## config.mk

```make
export PLATFORM = sky130hd
export DESIGN_NAME = cfg_shadow_arbiter
export DESIGN_NICKNAME = d
export VERILOG_FILES = /design/src/rtl/cfg_shadow_arbiter.sv
export SDC_FILE = /design/constraint.sdc
export NUM_CORES = 1
export LEC_CHECK = 0
export CORE_AREA = 4 4 114 170
export DETAILED_ROUTE_END_ITERATION = 16
export DIE_AREA = 0 0 118 174
export DONT_BUFFER_PORTS = 1
export SYNTH_ARGS = -nofsm -noshare
export SYNTH_HDL_FRONTEND = slang
export SYNTH_SLANG_ARGS = --single-unit
```

## constraint.sdc

```tcl
create_clock -name clk -period 3.8 [get_ports clk]
set_input_delay 0 -clock clk [delete_from_list [all_inputs] [get_ports clk]]
set_output_delay 0 -clock clk [all_outputs]
set_load 0.05 [all_outputs]
```

## src/rtl/cfg_shadow_arbiter.sv

```systemverilog
// cfg_shadow_arbiter: shares one single-port shadow BRAM between PCIe config-extension
// accesses and a host port. PCIe pulses are latched into a one-entry pending slot; a small
// FSM (IDLE/ISSUE/RD_WAIT/RESP) serves one access at a time with registered outputs.
// Optional host starvation guard enabled by defining CFG_SHADOW_STARVE_GUARD_EN.
module cfg_shadow_arbiter #(
   parameter int unsigned HOST_STARVE_LIMIT = 4
) (
   input  logic        clk,
   input  logic        reset_n,
   input  logic        cfg_ext_read_received,
   input  logic        cfg_ext_write_received,
   input  logic [9:0]  cfg_ext_register_number,
   input  logic [3:0]  cfg_ext_function_number,
   input  logic [31:0] cfg_ext_write_data,
   input  logic [3:0]  cfg_ext_write_byte_enable,
   output logic [31:0] cfg_ext_read_data,
   output logic        cfg_ext_read_data_valid,
   input  logic        host_req,
   input  logic        host_we,
   input  logic [11:0] host_addr,
   input  logic [31:0] host_wdata,
   output logic        host_ack,
   output logic [31:0] host_rdata,
   output logic        mem_en,
   output logic        mem_we,
   output logic [9:0]  mem_addr,
   output logic [31:0] mem_wdata,
   output logic [3:0]  mem_be,
   input  logic [31:0] mem_rdata,
   output logic        cfg_overrun
);
   localparam logic [3:0] StarveLimit = 4'(HOST_STARVE_LIMIT);

   typedef enum logic [1:0] {StIdle, StIssue, StRdWait, StResp} state_e;

   state_e      r_state;
   logic        r_pend_valid, r_pend_we;
   logic [9:0]  r_pend_addr;
   logic [3:0]  r_pend_fn;
   logic [31:0] r_pend_data;
   logic [3:0]  r_pend_be;
   logic        r_txn_host, r_txn_we, r_txn_bad;
   logic        r_mem_en, r_mem_we;
   logic [9:0]  r_mem_addr;
   logic [31:0] r_mem_wdata;
   logic [3:0]  r_mem_be;
   logic [31:0] r_rd_data, r_host_rdata;
   logic        r_rd_valid, r_host_ack, r_overrun;
   logic        w_wr_take, w_rd_take, w_pcie_in, w_drop;
   logic        w_force_host, w_pcie_grant, w_host_grant;
   logic        w_unused;

   // A write beats a simultaneous read; anything arriving on a full slot is lost.
   assign w_wr_take = cfg_ext_write_received & ~r_pend_valid;
   assign w_rd_take = cfg_ext_read_received & ~cfg_ext_write_received & ~r_pend_valid;
   assign w_pcie_in = w_wr_take | w_rd_take;
   assign w_drop    = ((cfg_ext_read_received | cfg_ext_write_received) & r_pend_valid) |
                      (cfg_ext_read_received & cfg_ext_write_received);

`ifdef CFG_SHADOW_STARVE_GUARD_EN
   logic [3:0] r_starve;

   assign w_force_host = host_req & ~r_host_ack & (r_starve >= StarveLimit);

   // Count PCIe grants taken while the host waits; cleared whenever the host is served
   always_ff @(posedge clk or negedge reset_n) begin
      if (!reset_n) begin
         r_starve <= '0;
      end else if (w_host_grant) begin
         r_starve <= '0;
      end else if (w_pcie_grant && host_req && (r_starve < StarveLimit)) begin
         r_starve <= r_starve + 4'd1;
      end
   end

   assign w_unused = ^host_addr[1:0];
`else
   assign w_force_host = 1'b0;
   assign w_unused     = ^{host_addr[1:0], StarveLimit};
`endif

   // A PCIe pulse arriving this edge also blocks the host, so PCIe wins same-cycle contention.
   // The host is not re-granted in its own ack cycle, while it still holds host_req.
   assign w_pcie_grant = (r_state == StIdle) & r_pend_valid & ~w_force_host;
   assign w_host_grant = (r_state == StIdle) & host_req & ~r_host_ack &
                         (w_force_host | (~r_pend_valid & ~w_pcie_in));

   // Pending slot: filled by an accepted pulse, freed when the request is granted
   always_ff @(posedge clk or negedge reset_n) begin
      if (!reset_n) begin
         r_pend_valid <= 1'b0;
         r_pend_we    <= 1'b0;
         r_pend_addr  <= '0;
         r_pend_fn    <= '0;
         r_pend_data  <= '0;
         r_pend_be    <= '0;
      end else if (w_pcie_in) begin
         r_pend_valid <= 1'b1;
         r_pend_we    <= w_wr_take;
         r_pend_addr  <= cfg_ext_register_number;
         r_pend_fn    <= cfg_ext_function_number;
         r_pend_data  <= cfg_ext_write_data;
         r_pend_be    <= cfg_ext_write_byte_enable;
      end else if (w_pcie_grant) begin
         r_pend_valid <= 1'b0;
      end
   end

   // Sticky overrun flag for any dropped PCIe pulse
   always_ff @(posedge clk or negedge reset_n) begin
      if (!reset_n) begin
         r_overrun <= 1'b0;
      end else if (w_drop) begin
         r_overrun <= 1'b1;
      end
   end

   // Access FSM with registered memory bus and response strobes
   always_ff @(posedge clk or negedge reset_n) begin
      if (!reset_n) begin
         r_state      <= StIdle;
         r_txn_host   <= 1'b0;
         r_txn_we     <= 1'b0;
         r_txn_bad    <= 1'b0;
         r_mem_en     <= 1'b0;
         r_mem_we     <= 1'b0;
         r_mem_addr   <= '0;
         r_mem_wdata  <= '0;
         r_mem_be     <= '0;
         r_rd_data    <= '0;
         r_rd_valid   <= 1'b0;
         r_host_rdata <= '0;
         r_host_ack   <= 1'b0;
      end else begin
         r_mem_en   <= 1'b0;
         r_mem_we   <= 1'b0;
         r_rd_valid <= 1'b0;
         r_host_ack <= 1'b0;
         unique case (r_state)
            StIdle: begin
               if (w_pcie_grant) begin
                  // Non-zero functions walk the FSM but never touch memory
                  r_state     <= StIssue;
                  r_txn_host  <= 1'b0;
                  r_txn_we    <= r_pend_we;
                  r_txn_bad   <= (r_pend_fn != 4'd0);
                  r_mem_en    <= (r_pend_fn == 4'd0);
                  r_mem_we    <= r_pend_we & (r_pend_fn == 4'd0);
                  r_mem_addr  <= r_pend_addr;
                  r_mem_wdata <= r_pend_data;
                  r_mem_be    <= r_pend_be;
               end else if (w_host_grant) begin
                  r_state     <= StIssue;
                  r_txn_host  <= 1'b1;
                  r_txn_we    <= host_we;
                  r_txn_bad   <= 1'b0;
                  r_mem_en    <= 1'b1;
                  r_mem_we    <= host_we;
                  r_mem_addr  <= host_addr[11:2];
                  r_mem_wdata <= host_wdata;
                  r_mem_be    <= 4'hF;
               end
            end
            StIssue: begin
               if (r_txn_we) begin
                  r_state    <= StIdle;
                  r_host_ack <= r_txn_host;
               end else begin
                  r_state <= StRdWait;
               end
            end
            StRdWait: begin
               r_state <= StResp;
               if (r_txn_host) begin
                  r_host_ack   <= 1'b1;
                  r_host_rdata <= mem_rdata;
               end else begin
                  r_rd_valid <= 1'b1;
                  r_rd_data  <= r_txn_bad ? 32'hFFFF_FFFF : mem_rdata;
               end
            end
            StResp: begin
               r_state <= StIdle;
            end
            default: begin
               r_state <= StIdle;
            end
         endcase
      end
   end

   assign cfg_ext_read_data       = r_rd_data;
   assign cfg_ext_read_data_valid = r_rd_valid;
   assign host_ack                = r_host_ack;
   assign host_rdata              = r_host_rdata;
   assign mem_en                  = r_mem_en;
   assign mem_we                  = r_mem_we;
   assign mem_addr                = r_mem_addr;
   assign mem_wdata               = r_mem_wdata;
   assign mem_be                  = r_mem_be;
   assign cfg_overrun             = r_overrun;

endmodule
```

# After elaboration in Yosys (flattened, before gate mapping)

Cells that the tools add are included.

Equality and inequality tests: 4
Muxes and demuxes: 30
Bitwise logic cells: 19
Reductions and logical operators: 8

Operators with widths:

| kind               | number |
|---|---|
| $mux 32            | 3 |
| $mux 10            | 2 |
| $mux 1             | 18 |
| $and 1x1->1        | 11 |
| $mux 4             | 2 |
| $pmux 2 s4         | 1 |
| $mux 2             | 3 |
| $reduce_and 2->1   | 3 |
| $not 1->1          | 5 |
| $eq 2x2->1 const B | 2 |
| $logic_not 4->1    | 1 |
| $reduce_bool 2->1  | 2 |
| $reduce_bool 4->1  | 1 |
| $ne 3x3->1 const B | 1 |
| $or 1x1->1         | 3 |
| $eq 2x1->1 const B | 1 |
| $logic_not 2->1    | 1 |
| $pmux 1 s2         | 1 |

Flip-flop bits (word level): 172
Input bits: 132
Output and inout bits: 115
Word-level logic and storage cells: 81

# Logic depth before layout (Yosys ltp)

Gate-level depths: netlist of the first run.

Word-level depth: 10
Depth in mapped cells: 7
Gate-level depth less buffers: 5

# Worst setup path after synthesis of the first run

Ideal clock, no wire load.

Kind: flip-flop to flip-flop
From: register r_host_ack (netlist: host_ack)
To: register r_mem_addr[0] (netlist: mem_addr[0])
Setup time: 0.127 ns
Data arrival time: 1.943 ns
Required time: 3.673 ns
Slack: 1.730 ns
Cell stages (with the launch flop): 6
Buffers on the path: 2
Period minus slack after synthesis: 2.070 ns
Cells stage by stage: dfrtp_1 > or4b_4 > a21boi_2 > buf_6 > buf_6 > mux2_1

Longest elaborated chain between the ends: 5

RTL lines:

| element                            | RTL line | source |
|---|---|---|
| from (decl)                        | 48       | `logic r_rd_valid, r_host_ack, r_overrun;` |
| from (signal assigned)             | 167      | `r_host_ack <= r_txn_host;` |
| $not 1->1                          | 85       | `assign w_host_grant = (r_state == StIdle) & host_req & ~r_host_ack &` |
| $and 1x1->1 (2 in series)          | 85       |  |
| $reduce_bool 2->1 (no source line) | n/a      |  |
| $reduce_and 2->1 (no source line)  | n/a      |  |
| to (signal assigned)               | 149      | `r_mem_addr <= r_pend_addr;` |
| to (signal assigned)               | 159      | `r_mem_addr <= host_addr[11:2];` |
| to (decl)                          | 44       | `logic [9:0] r_mem_addr;` |

Every way passes these cells.
A chain may end at the register's enable or synchronous reset.

# Worst setup path after layout of the first run

From: register r_host_ack (netlist: host_ack)
To: register r_mem_wdata[8] (netlist: mem_wdata[8])

Longest elaborated chain between the ends: 5

RTL lines:

| element                            | RTL line | source |
|---|---|---|
| $not 1->1                          | 85       |  |
| $and 1x1->1 (2 in series)          | 85       |  |
| $reduce_bool 2->1 (no source line) | n/a      |  |
| $reduce_and 2->1 (no source line)  | n/a      |  |
| to (signal assigned)               | 150      | `r_mem_wdata <= r_pend_data;` |
| to (signal assigned)               | 160      | `r_mem_wdata <= host_wdata;` |
| to (decl)                          | 45       | `logic [31:0] r_mem_wdata;` |

Every way passes these cells.

==> results of run 1 <==
## through the flow
stage / total power [W] / hold WS (ns) / cell area, sq um / worst slack [ns] / std cells
CTS: 0.009577 / -0.7512 / 9201 / 1.284 / 875
detailed placement: 0.007551 / -0.2917 / 7188 / 1.295 / 703
finish: 0.009497 / -0.7288 / 9201 / 1.297 / 875
floorplan: 0.007044 / -0.2956 / 7027 / 1.730 / 513
global placement: 0.007413 / -0.2917 / 7188 / 1.317 / 703
global route: 0.009997 / -0.7618 / 9201 / 1.218 / 875
## registers in the layout (all words and copies together), names as in the netlist, named ones only
name and cells:
r_txn_host 1, host_ack 1, mem_wdata 32, mem_en 1, r_pend_fn 4, r_pend_we 1
mem_be 4, r_txn_we 1, mem_addr 10, cfg_overrun 1, mem_we 1, r_pend_addr 10
r_pend_valid 1, cfg_ext_read_data_valid 1, r_txn_bad 1, r_pend_data 32, host_rdata 32, r_state 1
r_pend_be 4, cfg_ext_read_data 32
## metal layers
| layer | up-vias | wire (um) |
|---|---|---|
| met3 | 16 | 1426 |
| met5 | - | 0 |
| met4 | 0 | 243 |
| met1 | 2222 | 5972 |
| li1 | 2042 | - |
| met2 | 181 | 8773 |
## final cells by class
cell class / count / share of cell area [%]
Sequential cell: 172 / 46.78
Multi-Input combinational cell: 305 / 27.86
Timing Repair Buffer: 144 / 15.56
Clock buffer: 18 / 4.664
Tap cell: 217 / 2.951
Clock inverter: 14 / 1.985
Inverter: 5 / 0.2040
## power by group through the flow
stage,clock [W],combinational (W),sequential [W]
detailed placement,0,0.00191,0.00564
finish,0.00180,0.00211,0.00559
floorplan,0,0.00172,0.00532
CTS,0.00185,0.00212,0.00560
global placement,0,0.00181,0.00561
global route,0.00194,0.00234,0.00571
## cells in the mapped netlist, types with 3 or more instances
cell type and number:
a21oi_1 3, a2bb2oi_1 3, buf_1 4, buf_2 8, buf_6 5, clkbuf_1 14
dfrtp_1 172, ha_1 3, inv_1 4, mux2_1 33, mux2_2 127, nand2_1 36
nand2b_1 3, nor2_1 41, o21ai_0 35, o22a_1 4, o2bb2ai_1 3
## cell families (layout without fill, tap and decap cells)
family | Yosys count | count (layout) | synth area share [%]
and+or+nand+nor | 84 | 84 | 4.897
AOI/OAI and AO/OA | 57 | 57 | 4.933
buffers and inverters | 36 | 181 | 2.599
DFF | 172 | 172 | 61.25
adders and majority gates | 3 | 3 | 0.5342
muxes | 161 | 161 | 25.78
## how the worst max path moves through the flow
stage	endpoint	slack [ns]	start	depth (start not counted)
CTS	mem_wdata[4]$_DFFE_PN0P_	1.28	host_ack$_DFF_PN0_	4
detailed placement	mem_wdata[3]$_DFFE_PN0P_	1.30	host_ack$_DFF_PN0_	4
global route	mem_wdata[6]$_DFFE_PN0P_	1.22	host_ack$_DFF_PN0_	4
floorplan	mem_addr[0]$_DFFE_PN0P_	1.73	host_ack$_DFF_PN0_	5
global placement	mem_wdata[5]$_DFFE_PN0P_	1.32	host_ack$_DFF_PN0_	4
finish	mem_wdata[8]$_DFFE_PN0P_	1.30	host_ack$_DFF_PN0_	4
==> metrics.txt, run 1 <==
# TYPE chip_impl_metric gauge
chip_impl_metric{name="route.detailed.wl_per_inst",unit="um"} 18.76
chip_impl_metric{name="initial_antenna_violation_count",unit=""} 0
chip_impl_info{name="rr_startpoint",value="host_ack$_DFF_PN0_"} 1
chip_impl_metric{name="power.sequential.fraction",unit="%"} 58.9
chip_impl_info{name="worst_setup_path_end_kind",value="flop"} 1
chip_impl_metric{name="clock_buffer_count_from_cts",unit=""} 17
chip_impl_metric{name="setup_viol_count_final",unit=""} 0
chip_impl_metric{name="fin_worst_skew",unit="ns"} 0.01092
chip_impl_metric{name="drt-vias-per-instance",unit=""} 5.098
chip_impl_metric{name="cts_hold_repair.buffers",unit=""} 140
chip_impl_metric{name="total_buffers_and_inverters_traversed_by_the_critical_path",unit=""} 1
chip_impl_metric{name="max_stage_delay",unit="ns"} 0.67
chip_impl_metric{name="clock-sinks",unit=""} 172
chip_impl_metric{name="critical_path_required",unit="ns"} 4.10
chip_impl_info{name="violated_checks",value="hold timing"} 1
chip_impl_info{name="synth_top_cell_by_area",value="dfrtp_1"} 1
chip_impl_metric{name="slew_headroom",unit="%"} 22.02
chip_impl_metric{name="final.period_utilization",unit="%"} 65.88
chip_impl_metric{name="grt_max_degree",unit=""} 173
chip_impl_metric{name="coreArea",unit="sq mm"} 0.01787
chip_impl_info{name="cts_tree",value="done"} 1
chip_impl_metric{name="vdd_drop_max",unit="V"} 0.0004816
chip_impl_metric{name="gr-usage-met3",unit="%"} 6.120
chip_impl_metric{name="timing_hold_violations_final",unit=""} 172
chip_impl_metric{name="first_global_vias",unit=""} 5098
chip_impl_metric{name="route.detailed.drc",unit=""} 0
chip_impl_metric{name="wl",unit="um"} 16420
chip_impl_metric{name="worstPathMaxFanout",unit=""} 46
chip_impl_info{name="worstSetupStartpointType",value="flop"} 1
chip_impl_info{name="cp_slowest_cell",value="or4b_4"} 1
chip_impl_metric{name="total_switching_power",unit="W"} 0.004480
chip_impl_metric{name="drtPass1Iterations",unit=""} 4
chip_impl_metric{name="worstPathArrival",unit="ns"} 2.80
chip_impl_metric{name="final_period_minus_worst_setup_slack",unit="ns"} 2.503
chip_impl_metric{name="grt.met2_usage",unit="%"} 29.16
chip_impl_info{name="final_common_cell",value="dfrtp_1"} 1
chip_impl_metric{name="clock_power_share",unit="%"} 19.0
chip_impl_info{name="most_frequent_cells_in_the_layout",value="dfrtp_1, dlygate4sd3_1, mux2_2, nor2_1"} 1
chip_impl_metric{name="area.sequential",unit="sq mm"} 0.004304
chip_impl_metric{name="syn_area",unit="sq mm"} 0.007027
chip_impl_metric{name="antennaDiodeCount",unit=""} 0
chip_impl_metric{name="ff2ff_setup_slack",unit="ns"} 1.30
chip_impl_info{name="synth-main-ff-cell",value="dfrtp_1"} 1
chip_impl_metric{name="grt_remaining_overflow",unit=""} 0
chip_impl_info{name="crit_family",value="simple AND/OR/NAND/NOR gates"} 1
chip_impl_metric{name="number_of_synthesized_flops_with_an_enable_pin",unit=""} 0
chip_impl_metric{name="mappedNetlistNets",unit=""} 648
chip_impl_metric{name="area_growth",unit="%"} 30.95
chip_impl_info{name="path_class",value="reg2reg"} 1
chip_impl_metric{name="global_route_wire_length_before_repair",unit="um"} 26720
chip_impl_info{name="worstHoldPathType",value="in2async"} 1
chip_impl_metric{name="power.share.switching",unit="%"} 47.18
chip_impl_metric{name="max_freq",unit="MHz"} 399.5
chip_impl_info{name="rsz_0062_raised_after_global_routing",value="no"} 1
chip_impl_metric{name="grt_use_total",unit="%"} 16.13
chip_impl_metric{name="max-cap-violations",unit=""} 0
chip_impl_info{name="status",value="complete, but fails checks"} 1
chip_impl_metric{name="gp_routability_congestion",unit=""} 0.7379
chip_impl_metric{name="vias",unit=""} 4461
chip_impl_metric{name="timing_max_transition_violations_final",unit=""} 0
chip_impl_metric{name="worst_hold_slack",unit="ns"} -0.7288
chip_impl_metric{name="ios",unit=""} 247
chip_impl_metric{name="postSynthAreaPerCell",unit="sq um"} 13.70
chip_impl_info{name="ctsRootBufferMaster",value="clkbuf_16"} 1
chip_impl_metric{name="antenna_left",unit=""} 0
chip_impl_metric{name="detailedPlacementHpwl",unit="um"} 10570
chip_impl_metric{name="die_x",unit="um"} 118
chip_impl_metric{name="fillers",unit=""} 1505
chip_impl_metric{name="post-route-util",unit="%"} 51.50
chip_impl_metric{name="finish.net_count",unit=""} 780
chip_impl_info{name="timing.critical_path.cells",value="or4b_4 > a21boi_4 > buf_4 > mux2_1"} 1
chip_impl_info{name="regToRegEndpoint",value="mem_wdata[8]$_DFFE_PN0P_"} 1
chip_impl_metric{name="floorplan.die.height",unit="um"} 174
chip_impl_metric{name="clk_latency",unit="ns"} 0.42
chip_impl_metric{name="yosys.area.top_type_share",unit="%"} 61.25
chip_impl_metric{name="drt_iter0_markers",unit=""} 200
chip_impl_metric{name="worst_slew_pin_slew",unit="ns"} 1.170
chip_impl_metric{name="powerDensity",unit="mW/mm^2"} 1032
chip_impl_metric{name="area_of_the_multi_input_gates",unit="sq mm"} 0.002564
chip_impl_metric{name="p_leak",unit="nW"} 3.924
chip_impl_metric{name="cts.clk_slew.worst_paths",unit="ns"} 0.07
chip_impl_metric{name="htreeDepth",unit=""} 4
chip_impl_metric{name="design.die.area",unit="sq mm"} 0.02053
chip_impl_metric{name="globalRouteMet1Util",unit="%"} 16.95
chip_impl_metric{name="ys_ff_latch",unit=""} 172
chip_impl_metric{name="async_reset_ff_share",unit="%"} 100.0
chip_impl_metric{name="starting_density",unit="%"} 39.33
chip_impl_metric{name="combinationalPowerShare",unit="%"} 22.2
chip_impl_metric{name="timing.reg2reg.worst_path_depth",unit=""} 4
chip_impl_metric{name="internal-power",unit="W"} 0.005016
chip_impl_info{name="busiest_layer",value="met2"} 1
chip_impl_metric{name="fin_setup_tns",unit="ns"} 0
chip_impl_metric{name="cts-resized-gates",unit=""} 0
chip_impl_metric{name="cts_buffer_depth",unit=""} 2
chip_impl_metric{name="synthesis.yosys.warnings",unit=""} 0
chip_impl_metric{name="synth_cells",unit=""} 513
chip_impl_metric{name="post_route_cells_drive_above_1_share",unit="%"} 25.38
chip_impl_metric{name="port_buffers",unit=""} 0
chip_impl_metric{name="post_synth_num_cell_types",unit=""} 32
chip_impl_metric{name="post-cts-setup-buffer-count",unit=""} 0
chip_impl_metric{name="cell_row_count",unit=""} 60
chip_impl_metric{name="synth-seq-area-share",unit="%"} 61.25
chip_impl_info{name="ys_top_cells_by_area",value="dfrtp_1, mux2_2, mux2_1, o21ai_0, nor2_1"} 1
(Power assumes the default switching activity.)
==> run 2, diff against run 1 <==
==> constraint.sdc (replaced) <==
create_clock -name clk -period 2.05 [get_ports clk]
set_input_delay 0 -clock clk [delete_from_list [all_inputs] [get_ports clk]]
set_output_delay 0 -clock clk [all_outputs]
set_load 0.05 [all_outputs]
==> run 2 against run 1 <==
Compared with the run above:
- total power rose by 85%
- final cell count rose by 0.11%
- sequential power increased by 84%
- worst setup slack got worse by 1.2 ns
- die area unchanged
- the run still ends with hold timing left
- sequential cell count unchanged
- worst hold slack improved by 0.0070 ns
- combinational power is 95% higher
- register-to-register slack got worse by 1.2 ns
- critical path depth is the same
- largest power group unchanged
- sequential share of layout area is 0.10 points lower
- highest routed layer unchanged
==> metrics.txt, run 2 (synthesized netlist as in run 1, its figures left out) <==
# TYPE chip_impl_metric gauge
chip_impl_metric{name="vias",unit=""} 4497
chip_impl_metric{name="global_route_wire_length_before_repair",unit="um"} 26880
chip_impl_metric{name="htreeDepth",unit=""} 4
chip_impl_metric{name="antennaDiodeCount",unit=""} 0
chip_impl_info{name="cts_tree",value="done"} 1
chip_impl_metric{name="timing_max_transition_violations_final",unit=""} 0
chip_impl_info{name="final_common_cell",value="dfrtp_1"} 1
chip_impl_metric{name="max_stage_delay",unit="ns"} 0.59
chip_impl_metric{name="cell_row_count",unit=""} 60
chip_impl_metric{name="clock_buffer_count_from_cts",unit=""} 17
chip_impl_metric{name="worst_slew_pin_slew",unit="ns"} 0.5289
chip_impl_metric{name="cts.clk_slew.worst_paths",unit="ns"} 0.07
chip_impl_info{name="cp_slowest_cell",value="or4b_4"} 1
chip_impl_metric{name="cts-resized-gates",unit=""} 0
chip_impl_metric{name="final.period_utilization",unit="%"} 95.20
chip_impl_metric{name="cts_hold_repair.buffers",unit=""} 129
chip_impl_metric{name="grt_use_total",unit="%"} 16.26
chip_impl_metric{name="worstPathMaxFanout",unit=""} 37
chip_impl_metric{name="area_growth",unit="%"} 31.27
chip_impl_info{name="status",value="complete, but fails checks"} 1
chip_impl_metric{name="die_x",unit="um"} 118
chip_impl_metric{name="final_period_minus_worst_setup_slack",unit="ns"} 1.952
chip_impl_metric{name="post-route-util",unit="%"} 51.62
chip_impl_info{name="most_frequent_cells_in_the_layout",value="dfrtp_1, dlygate4sd3_1, mux2_2, nor2_1"} 1
chip_impl_metric{name="post-cts-setup-buffer-count",unit=""} 0
chip_impl_metric{name="max-cap-violations",unit=""} 0
chip_impl_metric{name="fillers",unit=""} 1508
chip_impl_metric{name="wl",unit="um"} 16410
chip_impl_metric{name="vdd_drop_max",unit="V"} 0.001013
chip_impl_metric{name="slew_headroom",unit="%"} 64.74
chip_impl_metric{name="placed_cells_incl_taps",unit=""} 715
chip_impl_metric{name="max_freq",unit="MHz"} 512.4
chip_impl_metric{name="antenna_left",unit=""} 0
chip_impl_metric{name="post_route_cells_drive_above_1_share",unit="%"} 27.47
chip_impl_metric{name="grt_max_degree",unit=""} 173
chip_impl_metric{name="final_cells",unit=""} 876
chip_impl_metric{name="clk_latency",unit="ns"} 0.41
chip_impl_metric{name="cts_buffer_depth",unit=""} 2
chip_impl_metric{name="worst_hold_slack",unit="ns"} -0.7218
chip_impl_metric{name="starting_density",unit="%"} 39.33
chip_impl_metric{name="route.detailed.wl_per_inst",unit="um"} 18.73
chip_impl_metric{name="clock-sinks",unit=""} 172
chip_impl_metric{name="drtPass1Iterations",unit=""} 4
chip_impl_metric{name="ios",unit=""} 247
chip_impl_info{name="path_class",value="reg2reg"} 1
chip_impl_metric{name="grt_remaining_overflow",unit=""} 0
chip_impl_info{name="rsz_0062_raised_after_global_routing",value="no"} 1
chip_impl_info{name="violated_checks",value="hold timing"} 1
chip_impl_metric{name="coreArea",unit="sq mm"} 0.01787
chip_impl_metric{name="setup_viol_count_final",unit=""} 0
chip_impl_info{name="crit_family",value="simple AND/OR/NAND/NOR gates"} 1
chip_impl_metric{name="floorplan.die.height",unit="um"} 174
chip_impl_info{name="worst_setup_path_end_kind",value="flop"} 1
chip_impl_info{name="worstSetupStartpointType",value="flop"} 1
chip_impl_metric{name="first_global_vias",unit=""} 5089
chip_impl_info{name="ctsRootBufferMaster",value="clkbuf_16"} 1
chip_impl_metric{name="finish.net_count",unit=""} 781
chip_impl_metric{name="ff2ff_setup_slack",unit="ns"} 0.1
chip_impl_metric{name="drt-vias-per-instance",unit=""} 5.134
chip_impl_metric{name="fin_setup_tns",unit="ns"} 0
chip_impl_info{name="worstHoldPathType",value="in2async"} 1
chip_impl_metric{name="initial_antenna_violation_count",unit=""} 0
chip_impl_metric{name="critical_path_required",unit="ns"} 2.34
chip_impl_metric{name="drt_iter0_markers",unit=""} 136
chip_impl_metric{name="timing_hold_violations_final",unit=""} 172
chip_impl_metric{name="design.die.area",unit="sq mm"} 0.02053
chip_impl_metric{name="detailedPlacementHpwl",unit="um"} 11040
chip_impl_metric{name="worstPathArrival",unit="ns"} 2.24
chip_impl_metric{name="route.detailed.drc",unit=""} 0
chip_impl_metric{name="fin_worst_skew",unit="ns"} 0.01075
chip_impl_metric{name="p_leak",unit="nW"} 3.965
chip_impl_metric{name="gp_routability_congestion",unit=""} 0.7585
chip_impl_info{name="timing.critical_path.cells",value="or4b_4 > a21boi_4 > buf_12 > mux2_1"} 1
chip_impl_metric{name="total_buffers_and_inverters_traversed_by_the_critical_path",unit=""} 1
chip_impl_metric{name="port_buffers",unit=""} 0
chip_impl_metric{name="powerDensity",unit="mW/mm^2"} 1907
[run 2: cell types whose count changed in the layout (fill, tap and decap cells not counted), moves of 2 or more]
cell | before | now
buf_12 | 0 | 5
buf_4 | 4 | 11
clkbuf_8 | 0 | 2
clkinv_2 | 0 | 4
clkinvlp_4 | 5 | 3
dlygate4sd3_1 | 140 | 129
[run 2: area by class of cell]
cell class              instances  area [sq um]  share of cell area, %
inverters                       5         18.77                 0.2035
repair buffers                145          1474                  15.98
multi-input cells             305          2564                  27.79
flip-flops and latches        172          4305                  46.68
clock inverters                13         137.6                  1.492
well taps                     217         271.5                  2.944
clock buffers                  19         452.9                  4.910
[run 2: final timing paths]
check                                              endpoint                   startpoint  cells after the start
min in group clk                           mem_we$_DFF_PN0_                     host_req                      4
worst min register to register  r_pend_data[15]$_DFFE_PN0P_  r_pend_data[15]$_DFFE_PN0P_                      1
worst max register to register    mem_wdata[17]$_DFFE_PN0P_           host_ack$_DFF_PN0_                      4
max in group asynchronous       r_pend_data[19]$_DFFE_PN0P_                      reset_n                      0
worst min-delay path                cfg_overrun$_DFFE_PN0P_                      reset_n                      0
worst max-delay path              mem_wdata[17]$_DFFE_PN0P_           host_ack$_DFF_PN0_                      4
[run 2: per-stage QoR]
step                setup WS [ns]  cell area (sq um)  power, W  hold WS [ns]
floorplan                 0.06647               7028   0.01306       -0.2956
global placement           0.1377               7342   0.01399       -0.2915
detailed placement         0.1006               7342   0.01428       -0.2917
CTS                       0.09580               9224   0.01774       -0.7460
global route              0.04914               9224   0.01852       -0.7555
finish                    0.09830               9224   0.01759       -0.7218
[run 2: metal layers]
metal  share of wire, %  GRT usage, %  vias to the layer above
met1                 36         16.72                     2227
li1                   -             -                     2055
met2                 53         29.81                      186
met5                  0             0                        -
met4                2.4         6.601                        0
met3                7.9         5.827                       29
[run 2: where the power goes]
part / internal (W) / switching, W / total (W)
Clock: 0.00187 / 0.00133 / 0.00320
Sequential: 0.00505 / 0.00522 / 0.0103
Combinational: 0.00237 / 0.00174 / 0.00412
==> run 3, diff against run 2 <==
--- a/config.mk
+++ b/config.mk
@@ -5,6 +5,7 @@
 export SDC_FILE = /design/constraint.sdc
 export NUM_CORES = 1
 export LEC_CHECK = 0
+export CAP_MARGIN = 15
 export CORE_AREA = 4 4 114 170
 export DETAILED_ROUTE_END_ITERATION = 16
 export DIE_AREA = 0 0 118 174
==> constraint.sdc (replaced) <==
create_clock -name clk -period 2.45 [get_ports clk]
set_input_delay 0 -clock clk [delete_from_list [all_inputs] [get_ports clk]]
set_output_delay 0 -clock clk [all_outputs]
set_load 0.05 [all_outputs]
==> run 3 against run 2 <==
Compared with the run above:
- the run still ends with hold timing left
- non-clock buffer count fell by 6
- highest routed layer unchanged
- clock power fell by 12%
- sequential cell count did not move
- largest cell class unchanged
- clock skew fell by 0.0037 ns
- total power fell by 16%
- critical endpoint is now r_pend_data[6]$_DFFE_PN0P_
- die area did not move
- register-to-register slack improved by 0.28 ns
- global-route usage fell by 0.12 points
==> metrics.txt, run 3 (synthesized netlist as in run 1, its figures left out) <==
# TYPE chip_impl_metric gauge
chip_impl_info{name="status",value="complete, but fails checks"} 1
chip_impl_info{name="violated_checks",value="hold timing"} 1
chip_impl_info{name="timing.critical_path.cells",value="clkinv_1 > o21ai_4 > buf_12 > mux2_2"} 1
chip_impl_metric{name="cts_buffer_depth",unit=""} 2
chip_impl_metric{name="initial_antenna_violation_count",unit=""} 0
chip_impl_metric{name="cts-resized-gates",unit=""} 0
chip_impl_metric{name="drt_iter0_markers",unit=""} 188
chip_impl_info{name="cts_tree",value="done"} 1
chip_impl_metric{name="vias",unit=""} 4481
chip_impl_metric{name="cts.clk_slew.worst_paths",unit="ns"} 0.06
chip_impl_info{name="ctsRootBufferMaster",value="clkbuf_16"} 1
chip_impl_info{name="worstSetupStartpointType",value="flop"} 1
chip_impl_metric{name="final.period_utilization",unit="%"} 84.72
chip_impl_metric{name="ios",unit=""} 247
chip_impl_metric{name="max_stage_delay",unit="ns"} 0.51
chip_impl_metric{name="antenna_left",unit=""} 0
chip_impl_info{name="most_frequent_cells_in_the_layout",value="dfrtp_1, dlygate4sd3_1, mux2_2, nor2_1"} 1
chip_impl_metric{name="design_power_total",unit="W"} 0.01472
chip_impl_metric{name="post-route-util",unit="%"} 51.40
chip_impl_info{name="rsz_0062_raised_after_global_routing",value="no"} 1
chip_impl_metric{name="finish.net_count",unit=""} 775
chip_impl_metric{name="first_global_vias",unit=""} 5061
chip_impl_info{name="regToRegEndpoint",value="r_pend_data[6]$_DFFE_PN0P_"} 1
chip_impl_metric{name="total_buffers_and_inverters_traversed_by_the_critical_path",unit=""} 2
chip_impl_metric{name="post-cts-setup-buffer-count",unit=""} 0
chip_impl_metric{name="gp_routability_congestion",unit=""} 0.7467
chip_impl_metric{name="floorplan.die.height",unit="um"} 174
chip_impl_metric{name="wl",unit="um"} 16220
chip_impl_metric{name="drt-vias-per-instance",unit=""} 5.151
chip_impl_metric{name="die_x",unit="um"} 118
chip_impl_metric{name="detailedPlacementHpwl",unit="um"} 10550
chip_impl_metric{name="fin_worst_skew",unit="ns"} 0.007060
chip_impl_info{name="final_common_cell",value="dfrtp_1"} 1
chip_impl_metric{name="clk_latency",unit="ns"} 0.41
chip_impl_metric{name="route.detailed.drc",unit=""} 0
chip_impl_metric{name="global_route_wire_length_before_repair",unit="um"} 26790
chip_impl_info{name="crit_family",value="buffers and inverters"} 1
chip_impl_metric{name="setup_viol_count_final",unit=""} 0
chip_impl_metric{name="htreeDepth",unit=""} 4
chip_impl_metric{name="grt_max_degree",unit=""} 173
chip_impl_metric{name="antennaDiodeCount",unit=""} 0
chip_impl_metric{name="area_growth",unit="%"} 30.70
chip_impl_metric{name="cell_row_count",unit=""} 60
chip_impl_metric{name="timing.reg2reg.worst_path_depth",unit=""} 4
chip_impl_metric{name="timing_hold_violations_final",unit=""} 172
chip_impl_metric{name="final_period_minus_worst_setup_slack",unit="ns"} 2.076
chip_impl_metric{name="worst_hold_slack",unit="ns"} -0.7148
chip_impl_metric{name="design.die.area",unit="sq mm"} 0.02053
chip_impl_metric{name="route.detailed.wl_per_inst",unit="um"} 18.64
chip_impl_metric{name="worstPathArrival",unit="ns"} 2.37
chip_impl_info{name="rr_startpoint",value="r_pend_valid$_DFFE_PN0P_"} 1
chip_impl_info{name="worst_setup_path_end_kind",value="flop"} 1
chip_impl_info{name="worstHoldPathType",value="in2async"} 1
chip_impl_metric{name="max-cap-violations",unit=""} 0
chip_impl_metric{name="ff2ff_setup_slack",unit="ns"} 0.37
chip_impl_info{name="cp_slowest_cell",value="dfrtp_1"} 1
chip_impl_info{name="path_class",value="reg2reg"} 1
chip_impl_metric{name="vdd_drop_max",unit="V"} 0.0007915
chip_impl_metric{name="critical_path_required",unit="ns"} 2.74
chip_impl_metric{name="drtPass1Iterations",unit=""} 4
chip_impl_metric{name="fin_setup_tns",unit="ns"} 0
chip_impl_metric{name="port_buffers",unit=""} 0
chip_impl_metric{name="slew_headroom",unit="%"} 62.60
chip_impl_metric{name="worst_slew_pin_slew",unit="ns"} 0.5609
chip_impl_metric{name="worstPathMaxFanout",unit=""} 37
chip_impl_metric{name="max_freq",unit="MHz"} 481.8
chip_impl_metric{name="clock-sinks",unit=""} 172
chip_impl_metric{name="post_route_cells_drive_above_1_share",unit="%"} 26.65
chip_impl_metric{name="grt_remaining_overflow",unit=""} 0
chip_impl_metric{name="clock_buffer_count_from_cts",unit=""} 17
chip_impl_metric{name="powerDensity",unit="mW/mm^2"} 1603
chip_impl_metric{name="starting_density",unit="%"} 39.33
chip_impl_metric{name="cts_hold_repair.buffers",unit=""} 129
chip_impl_metric{name="p_leak",unit="nW"} 3.932
chip_impl_metric{name="coreArea",unit="sq mm"} 0.01787
chip_impl_metric{name="timing_max_transition_violations_final",unit=""} 0
chip_impl_metric{name="grt_use_total",unit="%"} 16.15
==> run 3: cell count changes in the layout (fill, tap and decap cells not counted), moves of 2 or more <==
cell	delta
buf_12	-2
buf_4	-4
inv_8	+2
clkinv_2	-3
==> run 3: where the power goes <==
| group | total, W | internal (W) | leakage (nW) | switching [W] |
|---|---|---|---|---|
| clock network | 0.00281 | 0.00166 | 0.293 | 0.00116 |
| logic | 0.00331 | 0.00191 | 1.63 | 0.00140 |
| registers | 0.00859 | 0.00422 | 2.01 | 0.00437 |
==> run 3: worst max path at each step <==
| stage | end | cells after the start | slack [ns] | start |
|---|---|---|---|---|
| after global routing | r_pend_data[24]$_DFFE_PN0P_ | 4 | 0.27 | r_pend_valid$_DFFE_PN0P_ |
| final | r_pend_data[6]$_DFFE_PN0P_ | 4 | 0.37 | r_pend_valid$_DFFE_PN0P_ |
| after floorplan | mem_addr[0]$_DFFE_PN0P_ | 5 | 0.38 | host_ack$_DFF_PN0_ |
| after detailed placement | r_pend_data[6]$_DFFE_PN0P_ | 4 | 0.39 | r_pend_valid$_DFFE_PN0P_ |
| after CTS | r_pend_addr[7]$_DFFE_PN0P_ | 4 | 0.39 | r_pend_valid$_DFFE_PN0P_ |
| after global placement | r_pend_data[17]$_DFFE_PN0P_ | 4 | 0.45 | r_pend_valid$_DFFE_PN0P_ |
==> run 3: through the flow <==
stage	cell area, sq um	cells	hold slack (ns)	worst slack, ns
finish	9184	870	-0.7148	0.3744
global route	9184	870	-0.7568	0.2653
CTS	9184	870	-0.7408	0.3900
detailed placement	7271	709	-0.2916	0.3897
global placement	7271	709	-0.2916	0.4510
floorplan	7027	513	-0.2956	0.3798
==> run 3: layout make-up <==
| class | instances | area, sq um |
|---|---|---|
| Clock buffer | 18 | 439.2 |
| Clock inverter | 14 | 182.7 |
| Tap cell | 217 | 271.5 |
| Sequential cell | 172 | 4304 |
| Multi-Input combinational cell | 305 | 2564 |
| Inverter | 5 | 18.77 |
| Fill cell | 1512 | 8683 |
| Timing Repair Buffer | 139 | 1404 |
==> run 3: worst reg2reg max path: stages, from the launching register on <==
cell and delay, ns:
dfrtp_1 0.51, clkinv_1 0.39, o21ai_4 0.35, buf_12 0.30, mux2_2 0.41
==> run 3: routing by layer <==
metal / wire length [um] / global-route usage (%) / vias to the layer above
met5: 0 / 0 / -
met1: 5827 / 16.71 / 2233
met3: 1419 / 6.478 / 19
met4: 268 / 5.134 / 0
met2: 8703 / 29.66 / 197
li1: - / - / 2032
